[config.mk]
export PLATFORM = sky130hd
export DESIGN_NAME = apb3_cmd_master_flat
export DESIGN_NICKNAME = d
export VERILOG_FILES = /design/src/rtl/apb3_pkg.sv /design/src/rtl/apb3_cmd_master_if.sv /design/src/rtl/apb3_wdog.sv /design/src/rtl/apb3_cmd_master.sv /design/src/flat_wrapper.sv
export SDC_FILE = /design/constraint.sdc
export NUM_CORES = 1
export LEC_CHECK = 0
export ABC_AREA = 0
export BUFFER_PORTS_ARGS = -buffer_cell sky130_fd_sc_hd__buf_2
export CAP_MARGIN = 25
export CORE_MARGIN = 10
export CORE_UTILIZATION = 40
export CTS_CLUSTER_DIAMETER = 40
export DETAILED_ROUTE_END_ITERATION = 8
export PLACE_DENSITY_LB_ADDON = 0.25
export REMOVE_ABC_BUFFERS = 1
export SYNTH_ARGS = -nofsm -noshare
export SYNTH_HDL_FRONTEND = slang
export SYNTH_SLANG_ARGS = --single-unit
[constraint.sdc]
create_clock -name clk -period 1.65 [get_ports clk]
set_input_delay 0.0825 -clock clk [delete_from_list [all_inputs] [get_ports clk]]
set_output_delay 0.0825 -clock clk [all_outputs]
set_load 0.01 [all_outputs]
[src/rtl/apb3_pkg.sv]
`default_nettype none
// ============================================================================
// Module      : apb3_pkg
// Description : Shared APB3 definitions: state encodings common to the
//               requester and slave side, default bus widths, and the
//               watchdog counter width helper.
// Revision    : 1.0 - initial release
// ============================================================================
package apb3_pkg;

   localparam int APB_ADDR_WIDTH = 16;
   localparam int APB_DATA_WIDTH = 32;

   // IDLE/SETUP/ACCESS match the slave-side encoding; RESP is requester-only
   typedef enum logic [1:0] {
      APB_IDLE   = 2'b00,
      APB_SETUP  = 2'b01,
      APB_ACCESS = 2'b10,
      APB_RESP   = 2'b11
   } apb_state_t;

   // Counter width able to hold 0..cycles, never narrower than one bit
   function automatic int wdog_width(input int cycles);
      int w;
      w = $clog2(cycles + 1);
      return (w < 1) ? 1 : w;
   endfunction

endpackage
`default_nettype wire

[src/rtl/apb3_cmd_master_if.sv]
`default_nettype none
// ============================================================================
// Module      : apb3_cmd_master_if
// Description : Command, response and APB3 bus signals of the command-driven
//               APB3 requester. The master modport is the requester view.
// Revision    : 1.0 - initial release
// ============================================================================
interface apb3_cmd_master_if #(
   parameter int ADDR_WIDTH = apb3_pkg::APB_ADDR_WIDTH,
   parameter int DATA_WIDTH = apb3_pkg::APB_DATA_WIDTH
);
   logic                  cmd_valid;
   logic                  cmd_ready;
   logic                  cmd_write;
   logic [ADDR_WIDTH-1:0] cmd_addr;
   logic [DATA_WIDTH-1:0] cmd_wdata;
   logic                  rsp_valid;
   logic                  rsp_ready;
   logic [DATA_WIDTH-1:0] rsp_rdata;
   logic                  rsp_err;
   logic                  rsp_timeout;
   logic [ADDR_WIDTH-1:0] PADDR;
   logic                  PSEL;
   logic                  PENABLE;
   logic                  PWRITE;
   logic [DATA_WIDTH-1:0] PWDATA;
   logic [DATA_WIDTH-1:0] PRDATA;
   logic                  PREADY;
   logic                  PSLVERROR;

   modport master (
      input  cmd_valid, cmd_write, cmd_addr, cmd_wdata, rsp_ready,
             PRDATA, PREADY, PSLVERROR,
      output cmd_ready, rsp_valid, rsp_rdata, rsp_err, rsp_timeout,
             PADDR, PSEL, PENABLE, PWRITE, PWDATA
   );

   modport slave (
      output cmd_valid, cmd_write, cmd_addr, cmd_wdata, rsp_ready,
             PRDATA, PREADY, PSLVERROR,
      input  cmd_ready, rsp_valid, rsp_rdata, rsp_err, rsp_timeout,
             PADDR, PSEL, PENABLE, PWRITE, PWDATA
   );
endinterface
`default_nettype wire

[src/rtl/apb3_wdog.sv]
`default_nettype none
// ============================================================================
// Module      : apb3_wdog
// Description : Saturating wait-state counter with clear/enable and a
//               terminal-count flag at TIMEOUT_CYCLES (0 disables the flag).
// Revision    : 1.0 - initial release
// ============================================================================
module apb3_wdog
   import apb3_pkg::*;
#(
   parameter int TIMEOUT_CYCLES = 255
) (
   input  wire logic clk,
   input  wire logic resetn,
   input  wire logic i_clear,
   input  wire logic i_enable,
   output logic      o_tc
);
   localparam int            CW        = wdog_width(TIMEOUT_CYCLES);
   localparam logic [CW-1:0] c_cnt_max = '1;
   localparam logic [CW-1:0] c_term    = CW'(TIMEOUT_CYCLES);

   logic [CW-1:0] r_count;

   // Count enabled cycles, holding at all-ones instead of wrapping
   always_ff @(posedge clk or negedge resetn) begin
      if (!resetn) begin
         r_count <= '0;
      end else if (i_clear) begin
         r_count <= '0;
      end else if (i_enable && (r_count != c_cnt_max)) begin
         r_count <= r_count + CW'(1);
      end
   end

   assign o_tc = (TIMEOUT_CYCLES != 0) && (r_count == c_term);
endmodule
`default_nettype wire

[src/rtl/apb3_cmd_master.sv]
`default_nettype none
// ============================================================================
// Module      : apb3_cmd_master
// Description : Turns valid/ready commands into APB3 SETUP/ACCESS transfers
//               and returns read data / error / timeout on a response channel.
// Revision    : 1.0 - initial release
// ============================================================================
module apb3_cmd_master
   import apb3_pkg::*;
#(
   parameter int ADDR_WIDTH     = APB_ADDR_WIDTH,
   parameter int DATA_WIDTH     = APB_DATA_WIDTH,
   parameter int TIMEOUT_CYCLES = 255
) (
   input  wire logic          clk,
   input  wire logic          resetn,
   apb3_cmd_master_if.master  bus
);
   apb_state_t            r_state,       w_nxt_state;
   logic [ADDR_WIDTH-1:0] r_paddr,       w_nxt_paddr;
   logic                  r_pwrite,      w_nxt_pwrite;
   logic [DATA_WIDTH-1:0] r_pwdata,      w_nxt_pwdata;
   logic                  r_psel,        w_nxt_psel;
   logic                  r_penable,     w_nxt_penable;
   logic                  r_cmd_ready,   w_nxt_cmd_ready;
   logic                  r_rsp_valid,   w_nxt_rsp_valid;
   logic [DATA_WIDTH-1:0] r_rsp_rdata,   w_nxt_rsp_rdata;
   logic                  r_rsp_err,     w_nxt_rsp_err;
   logic                  r_rsp_timeout, w_nxt_rsp_timeout;
   logic                  w_wdog_clear;
   logic                  w_wdog_en;
   logic                  w_wdog_tc;

   apb3_wdog #(
      .TIMEOUT_CYCLES (TIMEOUT_CYCLES)
   ) u_wdog (
      .clk      (clk),
      .resetn   (resetn),
      .i_clear  (w_wdog_clear),
      .i_enable (w_wdog_en),
      .o_tc     (w_wdog_tc)
   );

   // State register
   always_ff @(posedge clk or negedge resetn) begin
      if (!resetn) r_state <= APB_IDLE;
      else         r_state <= w_nxt_state;
   end

   // Next state and next values of every registered output
   always_comb begin
      w_nxt_state       = r_state;
      w_nxt_paddr       = r_paddr;
      w_nxt_pwrite      = r_pwrite;
      w_nxt_pwdata      = r_pwdata;
      w_nxt_psel        = r_psel;
      w_nxt_penable     = r_penable;
      w_nxt_rsp_valid   = r_rsp_valid;
      w_nxt_rsp_rdata   = r_rsp_rdata;
      w_nxt_rsp_err     = r_rsp_err;
      w_nxt_rsp_timeout = r_rsp_timeout;
      w_wdog_clear      = 1'b0;
      w_wdog_en         = 1'b0;
      case (r_state)
         APB_IDLE: begin
            if (bus.cmd_valid && r_cmd_ready) begin
               // Word-align the address; reads never put data on PWDATA
               w_nxt_paddr   = bus.cmd_addr & ~ADDR_WIDTH'(3);
               w_nxt_pwrite  = bus.cmd_write;
               w_nxt_pwdata  = bus.cmd_write ? bus.cmd_wdata : '0;
               w_nxt_psel    = 1'b1;
               w_nxt_penable = 1'b0;
               w_nxt_state   = APB_SETUP;
            end
         end
         APB_SETUP: begin
            w_nxt_penable = 1'b1;
            w_nxt_state   = APB_ACCESS;
         end
         APB_ACCESS: begin
            // PREADY takes priority over a coincident watchdog expiry
            if (bus.PREADY) begin
               w_nxt_rsp_rdata   = r_pwrite ? '0 : bus.PRDATA;
               w_nxt_rsp_err     = bus.PSLVERROR;
               w_nxt_rsp_timeout = 1'b0;
               w_nxt_psel        = 1'b0;
               w_nxt_penable     = 1'b0;
               w_nxt_rsp_valid   = 1'b1;
               w_nxt_state       = APB_RESP;
            end else begin
               w_wdog_en = 1'b1;
               if (w_wdog_tc) begin
                  w_nxt_rsp_rdata   = '0;
                  w_nxt_rsp_err     = 1'b1;
                  w_nxt_rsp_timeout = 1'b1;
                  w_nxt_psel        = 1'b0;
                  w_nxt_penable     = 1'b0;
                  w_nxt_rsp_valid   = 1'b1;
                  w_nxt_state       = APB_RESP;
               end
            end
         end
         APB_RESP: begin
            if (bus.rsp_ready) begin
               w_nxt_rsp_valid = 1'b0;
               w_wdog_clear    = 1'b1;
               w_nxt_state     = APB_IDLE;
            end
         end
         default: w_nxt_state = APB_IDLE;
      endcase
      // Registered so it reads 0 while reset is held
      w_nxt_cmd_ready = (w_nxt_state == APB_IDLE);
   end

   // Output and response registers
   always_ff @(posedge clk or negedge resetn) begin
      if (!resetn) begin
         r_paddr       <= '0;
         r_pwrite      <= 1'b0;
         r_pwdata      <= '0;
         r_psel        <= 1'b0;
         r_penable     <= 1'b0;
         r_cmd_ready   <= 1'b0;
         r_rsp_valid   <= 1'b0;
         r_rsp_rdata   <= '0;
         r_rsp_err     <= 1'b0;
         r_rsp_timeout <= 1'b0;
      end else begin
         r_paddr       <= w_nxt_paddr;
         r_pwrite      <= w_nxt_pwrite;
         r_pwdata      <= w_nxt_pwdata;
         r_psel        <= w_nxt_psel;
         r_penable     <= w_nxt_penable;
         r_cmd_ready   <= w_nxt_cmd_ready;
         r_rsp_valid   <= w_nxt_rsp_valid;
         r_rsp_rdata   <= w_nxt_rsp_rdata;
         r_rsp_err     <= w_nxt_rsp_err;
         r_rsp_timeout <= w_nxt_rsp_timeout;
      end
   end

   assign bus.cmd_ready   = r_cmd_ready;
   assign bus.rsp_valid   = r_rsp_valid;
   assign bus.rsp_rdata   = r_rsp_rdata;
   assign bus.rsp_err     = r_rsp_err;
   assign bus.rsp_timeout = r_rsp_timeout;
   assign bus.PADDR       = r_paddr;
   assign bus.PSEL        = r_psel;
   assign bus.PENABLE     = r_penable;
   assign bus.PWRITE      = r_pwrite;
   assign bus.PWDATA      = r_pwdata;
endmodule
`default_nettype wire

[src/flat_wrapper.sv]
// flat-port wrapper written by rule: the top's interface ports become plain ports
module apb3_cmd_master_flat import apb3_pkg::*;
#(
   parameter int ADDR_WIDTH     = APB_ADDR_WIDTH,
   parameter int DATA_WIDTH     = APB_DATA_WIDTH,
   parameter int TIMEOUT_CYCLES = 255
)
  (clk, resetn, bus_cmd_valid, bus_cmd_write, bus_cmd_addr, bus_cmd_wdata, bus_rsp_ready, bus_PRDATA, bus_PREADY, bus_PSLVERROR, bus_cmd_ready, bus_rsp_valid, bus_rsp_rdata, bus_rsp_err, bus_rsp_timeout, bus_PADDR, bus_PSEL, bus_PENABLE, bus_PWRITE, bus_PWDATA);
  apb3_cmd_master_if #(.ADDR_WIDTH(ADDR_WIDTH), .DATA_WIDTH(DATA_WIDTH)) bus_i ();
  input  wire logic clk;
  input  wire logic resetn;
  input wire logic [$bits(bus_i.cmd_valid)-1:0] bus_cmd_valid;
  input wire logic [$bits(bus_i.cmd_write)-1:0] bus_cmd_write;
  input wire logic [$bits(bus_i.cmd_addr)-1:0] bus_cmd_addr;
  input wire logic [$bits(bus_i.cmd_wdata)-1:0] bus_cmd_wdata;
  input wire logic [$bits(bus_i.rsp_ready)-1:0] bus_rsp_ready;
  input wire logic [$bits(bus_i.PRDATA)-1:0] bus_PRDATA;
  input wire logic [$bits(bus_i.PREADY)-1:0] bus_PREADY;
  input wire logic [$bits(bus_i.PSLVERROR)-1:0] bus_PSLVERROR;
  output wire logic [$bits(bus_i.cmd_ready)-1:0] bus_cmd_ready;
  output wire logic [$bits(bus_i.rsp_valid)-1:0] bus_rsp_valid;
  output wire logic [$bits(bus_i.rsp_rdata)-1:0] bus_rsp_rdata;
  output wire logic [$bits(bus_i.rsp_err)-1:0] bus_rsp_err;
  output wire logic [$bits(bus_i.rsp_timeout)-1:0] bus_rsp_timeout;
  output wire logic [$bits(bus_i.PADDR)-1:0] bus_PADDR;
  output wire logic [$bits(bus_i.PSEL)-1:0] bus_PSEL;
  output wire logic [$bits(bus_i.PENABLE)-1:0] bus_PENABLE;
  output wire logic [$bits(bus_i.PWRITE)-1:0] bus_PWRITE;
  output wire logic [$bits(bus_i.PWDATA)-1:0] bus_PWDATA;
  assign bus_i.cmd_valid = bus_cmd_valid;
  assign bus_i.cmd_write = bus_cmd_write;
  assign bus_i.cmd_addr = bus_cmd_addr;
  assign bus_i.cmd_wdata = bus_cmd_wdata;
  assign bus_i.rsp_ready = bus_rsp_ready;
  assign bus_i.PRDATA = bus_PRDATA;
  assign bus_i.PREADY = bus_PREADY;
  assign bus_i.PSLVERROR = bus_PSLVERROR;
  assign bus_cmd_ready = bus_i.cmd_ready;
  assign bus_rsp_valid = bus_i.rsp_valid;
  assign bus_rsp_rdata = bus_i.rsp_rdata;
  assign bus_rsp_err = bus_i.rsp_err;
  assign bus_rsp_timeout = bus_i.rsp_timeout;
  assign bus_PADDR = bus_i.PADDR;
  assign bus_PSEL = bus_i.PSEL;
  assign bus_PENABLE = bus_i.PENABLE;
  assign bus_PWRITE = bus_i.PWRITE;
  assign bus_PWDATA = bus_i.PWDATA;
  apb3_cmd_master #(.ADDR_WIDTH(ADDR_WIDTH), .DATA_WIDTH(DATA_WIDTH), .TIMEOUT_CYCLES(TIMEOUT_CYCLES)) u_core (.clk(clk), .resetn(resetn), .bus(bus_i));
endmodule
; ---- After elaboration in Yosys (flattened, before gate mapping)
; Cells that the tools add are included.
[totals]
ff_bits = 95
inputBits = 87
elab_cells = 62
[op_classes]
n_addsub = 1
n_eq_ne = 8
muxes = 27
n_reduce_logical = 14
[op_table]
columns = cell, count
row1 = $mux 32, 4
row2 = $mux 8, 2
row3 = $mux 1, 13
row4 = $reduce_and 3->1, 3
row5 = $add 8x1->8 const B, 1
row6 = $eq 8x8->1 const B, 1
row7 = $mux 2, 4
row8 = $ne 8x8->1 const B, 1
row9 = $pmux 2 s4, 1
row10 = $reduce_bool 2->1, 4
row11 = $eq 2x2->1 const B, 2
row12 = $logic_not 2->1, 2
row13 = $pmux 1 s2, 2
row14 = $reduce_and 2->1, 2
row15 = $ne 3x3->1 const B, 1
row16 = $pmux 1 s3, 1
row17 = $reduce_bool 3->1, 1
row18 = $eq 2x1->1 const B, 1
row19 = $logic_and 1x1->1, 2
row20 = $ne 2x1->1 const B, 1
row21 = $ne 2x2->1 const B, 1

; ---- Depth between registers and ports, before layout
; Gate-level depths: netlist of run 1.
[depth]
depth_word = 5
ltp_mapped = 9
mapped_depth_nobuf = 6

; ---- Cells and area by module
; Synthesis of run 1 repeated with hierarchy kept, for this count alone.
[unflattened]
hier_cells = 389
hier_area_um2 = 4174.0
[modules_own_cells]
columns = mod, instances, cells_per_inst, area_per_inst_um2
row1 = apb3_cmd_master, 1, 342, 3704.8
row2 = apb3_wdog, 1, 47, 469.2

; ---- Worst setup path before layout of run 1
; Ideal clock, no wire load.
[synth_path]
kind = flip-flop to flip-flop
from = register u_core.r_state[0]
to = register u_core.r_rsp_rdata[10] (netlist: u_core.bus.rsp_rdata[10])
setup_ns = 0.117
arrival_ns = 1.558
path_slack_ns = -0.025
stages_incl_launch_ff = 10
path_buffers = 3
synth_period_minus_slack_ns = 1.675
cell_sequence = dfrtp_1 inv_1 ha_1 buf_4 and4_1 a21o_1 buf_2 buf_4 nand3_1 nand2_1
[synth_between]
elab_chain_cells = 2
[synth_lines]
columns = element, line_no
row1 = from (decl), apb3_cmd_master.sv:19  ; apb_state_t r_state, w_nxt_state;
row2 = from (signal assigned), apb3_cmd_master.sv:47  ; else r_state <= w_nxt_state;
row3 = $eq 2x2->1, apb3_cmd_master.sv:64  ; case (r_state)
row4 = $reduce_and 2->1 (no source line), n/a
row5 = to (signal assigned), apb3_cmd_master.sv:137  ; r_rsp_rdata <= w_nxt_rsp_rdata;
row6 = to (decl), apb3_cmd_master.sv:27  ; logic [DATA_WIDTH-1:0] r_rsp_rdata, w_nxt_rsp_rdata;
; No other way between the ends.
; A chain may end at the register's enable or synchronous reset.

; ---- Worst setup path after layout of run 1
[layout_path]
from = register u_core.u_wdog.r_count[1]
to = register u_core.u_wdog.r_count[5]
[layout_between]
elab_chain_cells = 3
[layout_lines]
columns = element, line_no
row1 = from (decl), apb3_wdog.sv:23  ; logic [CW-1:0] r_count;
row2 = from (signal assigned), apb3_wdog.sv:32  ; r_count <= r_count + CW'(1);
row3 = $add 8x1->8 or $ne 8x8->1 (tied branches), "apb3_wdog.sv:32, apb3_wdog.sv:31"
row4 = $mux 8 or $logic_and 1x1->1 (tied branches), apb3_wdog.sv:31  ; end else if (i_enable && (r_count != c_cnt_max)) begin
row5 = $mux 8 or $reduce_bool 2->1 (tied branches), n/a
; Parallel ways exist; a longest one is shown, timed or not. The select of a mux whose other input is x is not followed.

==> impl_metrics.toml, run 1 <==
[synth]
yosysSeqAreaShare_pct = 59.65
yosysWarnings = 0
syn-instance-count = 436
async_flop_share_pct = 100.0
synthFlopType = "dfrtp_1"
postSynthAreaPerCell_sq_um = 9.140
synth.distinct_cells = 38
synth_edf_count = 0
syn_area_sq_um = 3985
ys_ff_latch = 95

[clock_network]
cts_buffers = 9
cts_buffer_depth = 2
h-tree-depth = 3
tritoncts = "built"
cts_setup_buffers = 0
clkSinkCount = 95
clk_pin_slew_ps = 90
worstSkewPairLatency_ps = 360
cts_root_buf = "clkbuf_8"

[pwr]
swShare_pct = 38.89
p_seq_share_pct = 42.5
power_mw = 8.805
switchingPower_mw = 3.424
cellLeakagePower_nw = 3.387
p_comb_share_pct = 41.2
p_int_mw = 5.381
power_density_nw_per_um2 = 1449
pwr-share-clk_pct = 16.3
peakVddDrop_uv = 944.0

[floorplanning]
die_h_um = 119.8
die_area_sq_um = 14360
initial_utilization_pct = 40.96
coreArea_sq_um = 9729
die_x_um = 119.8
rows = 36
ios = 174

[min_path]
hp-start = "bus_rsp_ready"
min_to = "u_core.bus.rsp_valid"
hold_path_class = "input port to flip-flop"
worstHoldPathCells = 3

[critical_path]
reg2reg_to = "u_core.u_wdog.r_count[5]"
cpPeakStageDelay_ps = 490
crit_fanout = 4
worstReg2RegStart = "u_core.u_wdog.r_count[1]"
reg2reg_depth = 5
crit_required_ps = 1940
r2r_slack_ps = 50
crit_type = "flip-flop to flip-flop"
startpoint_type = "flip-flop"
cp.arrival_ps = 1890
cp_slowest_cell = "or4_1"
cp-end-kind = "flip-flop"
cp_cell_sequence = "ha_1, nand3_1, o21ai_4, or4_1, a21oi_2"

[place]
io_buffers = 169
hpwl_um = 8570
place_congestion = 0.8287
post-place-ws_ps = 41.06
dp_cells = 725

[route]
dr.pass1.iters = 4
totalWireLength_um = 12830
wl_per_cell_um = 15.57
drc_errors = 0
vias = 3928
drt_iter0_drc = 275
final_antenna_net_count = 0
vias_per_cell = 4.767

[final_layout]
area_delta_synth_final_pct = 52.46
final_cell_count_no_fill = 824
fin_nets = 777
drive_gt1_share_pct = 30.87
final_common_cell = "nand2_1"
layout_common_cells = "181 x nand2_1, 168 x buf_2, 95 x dfrtp_1"
fillerInstances = 835

[timing]
fin_ws_ps = 49.42
setup_viol = 0
fmax_ghz = 0.6248
slew_violations = 0
finClkSkew_ps = 6.977
rsz0062_at_grt = "false"
min_period_over_period_pct = 97.01
fin_crit_ps = 1601
max_slew_margin_pct = 61.14
hold_violations = 0
worstMarginPinSlew_ps = 582.9

[global_route]
grt_pass1_wl_um = 20020
grt_pass1_vias = 3944
grt_max_degree = 48
grt_overflow = 0
grt_antenna_before_repair = 1
track_usage_pct = 17.06

[job]
maxCapViolations = 0

[outcome]
outcome = "completed"
registers in the layout, indices dropped and copies added, names as in the netlist, 2 cells and up:
register	flops
u_core.bus.PWDATA	32
u_core.bus.rsp_rdata	32
u_core.bus.PADDR	14
u_core.u_wdog.r_count	8
u_core.r_state	2
cells in the mapped netlist (3+ instances only):
library cell / count / area share, %
buf_1: 5 / 0.47
buf_2: 9 / 1.1
buf_4: 6 / 1.1
clkbuf_1: 10 / 0.94
dfrtp_1: 95 / 60
ha_1: 5 / 1.6
inv_1: 5 / 0.47
nand2_1: 181 / 17
nand3_1: 68 / 8.5
nor2_1: 9 / 0.85
nor2b_1: 4 / 0.63
o21ai_0: 3 / 0.38
xor2_1: 3 / 0.66
worst max-delay path: cells and delay by family (launching register included):
family	cells	cell delay [ps]
and+or+nand+nor	2	660
AOI/OAI and AO/OA	2	230
adders and majority gates	1	230
DFF	1	410
routing by layer:
metal | up-vias | routed length (um) | track usage, %
met4 | 0 | 428 | 8.145
met3 | 30 | 792 | 4.079
met2 | 152 | 6366 | 28.99
li1 | 1903 | - | -
met5 | - | 0 | 0
met1 | 1843 | 5239 | 19.89
worst max path at each step:
stage / slack (ps) / cells past startpoint / end / start
floorplan: -570 / 6 / u_core.bus.cmd_ready / u_core.r_state[1]
global placement: 60 / 6 / u_core.bus.rsp_timeout / u_core.r_state[0]
detailed placement: 40 / 7 / u_core.u_wdog.r_count[7] / u_core.r_state[0]
CTS: 20 / 6 / u_core.u_wdog.r_count[5] / u_core.r_state[0]
global route: 4 / 5 / u_core.u_wdog.r_count[5] / u_core.u_wdog.r_count[1]
finish: 50 / 5 / u_core.u_wdog.r_count[5] / u_core.u_wdog.r_count[1]
power by group through the flow:
stage | sequential, mW | clock, mW | combinational [mW]
after floorplan | 4.18 | 0 | 1.25
after global placement | 3.73 | 0 | 3.37
after detailed placement | 3.78 | 0 | 3.45
after CTS | 3.73 | 1.50 | 3.61
after global routing | 3.85 | 1.59 | 4.04
final | 3.74 | 1.43 | 3.63
per-stage QoR:
step	setup TNS, ps	utilization [%]	hold slack [ps]	area, sq um
after global routing	0	62.45	32.11	6076
after CTS	0	61.99	4.702	6031
after floorplan	-28230	-	-213.1	3842
after detailed placement	0	51.76	54.92	5036
after global placement	0	51.76	42.98	5036
final	0	62.45	19.41	6076
area by class of cell:
class | instances | area, sq um | share of cell area (%)
flip-flops and latches | 95 | 2377 | 39.13
clock buffers | 12 | 155.1 | 2.554
diodes | 1 | 2.502 | 0.04119
clock inverters | 4 | 28.78 | 0.4736
well taps | 133 | 166.4 | 2.739
multi-input cells | 307 | 1465 | 24.11
repair buffers | 267 | 1862 | 30.64
inverters | 5 | 18.77 | 0.3089
cells by family after synthesis:
group	Yosys count	share of synthesized area (%)
AND/OR/NAND/NOR	274	29.48
AO/OA/AOI/OAI	22	4.113
XOR/XNOR	3	0.6595
multiplexers	1	0.2826
other	1	0.09410
buffers and inverters	35	4.144
flip-flops	95	59.65
adder cells (fa/ha/maj)	5	1.570
timing repair:
item                                    4_1_cts  5_1_grt
gates resized for setup                       0        6
endpoints found under the hold margin       108        0
endpoints found under the setup margin        0       68
hold buffers                                 81        0
Power figures use the tool's default switching activity.
==> run 2, diff against run 1 <==
--- a/config.mk
+++ b/config.mk
@@ -10,6 +10,7 @@
 export CAP_MARGIN = 25
 export CORE_MARGIN = 10
 export CORE_UTILIZATION = 40
+export CTS_BUF_LIST = sky130_fd_sc_hd__clkbuf_2 sky130_fd_sc_hd__clkbuf_4 sky130_fd_sc_hd__clkbuf_8
 export CTS_CLUSTER_DIAMETER = 40
 export DETAILED_ROUTE_END_ITERATION = 8
 export PLACE_DENSITY_LB_ADDON = 0.25
==> impl_metrics.toml, run 2 (synthesized netlist as in run 1, its figures left out) <==
[pwr]
p_int_mw = 5.398
cellLeakagePower_nw = 3.390
swShare_pct = 38.78
p_seq_share_pct = 42.5
p_comb_share_pct = 41.1
switchingPower_mw = 3.420
power_density_nw_per_um2 = 1450
peakVddDrop_uv = 946.5
pwr-share-clk_pct = 16.4

[global_route]
grt_pass1_wl_um = 20040
grt_antenna_before_repair = 1
busiest_layer = "met2"
grtUsageMet1_pct = 19.89
grt_overflow = 0
track_usage_pct = 17.08
use_met3_pct = 4.079
grt_max_degree = 48
met2_usage_pct = 29.06
grt_pass1_vias = 3944

[critical_path]
reg2reg_depth = 5
cp-end-kind = "flip-flop"
crit_fanout = 4
crit_required_ps = 1940
r2r_slack_ps = 50
crit_type = "flip-flop to flip-flop"
startpoint_type = "flip-flop"
cp.arrival_ps = 1890
reg2reg_to = "u_core.u_wdog.r_count[5]"
worstReg2RegStart = "u_core.u_wdog.r_count[1]"

[route]
dr.pass1.iters = 4
wl_per_cell_um = 15.52
drc_errors = 0
final_antenna_net_count = 0
vias_per_cell = 4.722
vias = 3891
drt_iter0_drc = 263
totalWireLength_um = 12790

[clock_network]
cts_buffers = 9
cts_root_buf = "clkbuf_8"
cts_buffer_depth = 2
worstSkewPairLatency_ps = 350
cts_setup_buffers = 0
clkSinkCount = 95
tritoncts = "built"
h-tree-depth = 3
clk_pin_slew_ps = 90

[timing]
finClkSkew_ps = 6.885
hold_violations = 0
setup_viol = 0
fin_crit_ps = 1604
max_slew_margin_pct = 60.92
min_period_over_period_pct = 97.22
worstMarginPinSlew_ps = 586.2
fmax_ghz = 0.6234
slew_violations = 0
fin_setup_tns_ps = 0
rsz0062_at_grt = "false"

[outcome]
outcome = "completed"

[final_layout]
area_delta_synth_final_pct = 52.56
drive_gt1_share_pct = 31.01
layout_common_cells = "181 x nand2_1, 168 x buf_2, 95 x dfrtp_1"
final_common_cell = "nand2_1"
fin_nets = 777
fin_util_pct = 62.49

[floorplanning]
die_area_sq_um = 14360
ios = 174
die_x_um = 119.8
rows = 36
initial_utilization_pct = 40.96
coreArea_sq_um = 9729
die_h_um = 119.8

[min_path]
worstHoldPathCells = 3
min_to = "u_core.bus.rsp_valid"
hold_path_class = "input port to flip-flop"
hp-start = "bus_rsp_ready"

[job]
maxCapViolations = 0

[place]
hpwl_um = 8570
place_congestion = 0.8287
io_buffers = 169
==> run 2: cell count changes in the layout (fill, tap and decap cells not counted) <==
cell      change
clkbuf_4      +1
clkbuf_1      -1
==> run 2: stage by stage <==
stage / total power, mW / std cells / worst slack (ps) / hold WS [ps] / cell area, sq um
6_report: 8.818 / 824 / 45.92 / 25.13 / 6080
5_1_grt: 9.503 / 824 / 3.577 / 32.11 / 6080
4_1_cts: 8.851 / 822 / 22.57 / 4.702 / 6035
3_5_place_dp: 7.228 / 725 / 41.06 / 54.92 / 5036
3_3_place_gp: 7.099 / 725 / 57.43 / 42.98 / 5036
2_1_floorplan: 5.433 / 407 / -572.8 / -213.1 / 3842
==> run 2: power by group through the flow <==
stage / Combinational [mW] / Clock, mW / Sequential (mW)
final: 3.63 / 1.45 / 3.75
after global routing: 4.04 / 1.61 / 3.85
after CTS: 3.61 / 1.52 / 3.73
after detailed placement: 3.45 / 0 / 3.78
after global placement: 3.37 / 0 / 3.73
after floorplan: 1.25 / 0 / 4.18
==> run 2: worst max path at each step <==
stage | startpoint | to | slack, ps
finish | u_core.u_wdog.r_count[1] | u_core.u_wdog.r_count[5] | 50
global route | u_core.u_wdog.r_count[1] | u_core.u_wdog.r_count[5] | 4
CTS | u_core.r_state[0] | u_core.u_wdog.r_count[5] | 20
detailed placement | u_core.r_state[0] | u_core.u_wdog.r_count[7] | 40
global placement | u_core.r_state[0] | u_core.bus.rsp_timeout | 60
floorplan | u_core.r_state[1] | u_core.bus.cmd_ready | -570
==> run 2: layout make-up <==
cell class | count | area (sq um)
Fill cell | 837 | 3650
Multi-Input combinational cell | 307 | 1465
Inverter | 5 | 18.77
Sequential cell | 95 | 2377
Tap cell | 133 | 166.4
Antenna cell | 1 | 2.502
Timing Repair Buffer | 267 | 1862
Clock buffer | 12 | 158.9
Clock inverter | 4 | 28.78
==> run 2: critical path: stages, from the launching register on <==
cell     delay, ps
dfrtp_1        410
ha_1           240
nand3_1        170
o21ai_4         80
or4_1          490
a21oi_2        150
==> run 2: timing repair <==
action                                  4_1_cts  5_1_grt
gates resized for setup                       0        6
hold endpoints to repair                    108        0
hold buffers                                 81        0
endpoints found under the setup margin        0       68
==> run 2: metal layers <==
| layer | up-vias | routed length (um) |
|---|---|---|
| met5 | - | 0 |
| met4 | 0 | 425 |
| met3 | 28 | 664 |
| met2 | 122 | 6442 |
| met1 | 1833 | 5254 |
| li1 | 1908 | - |
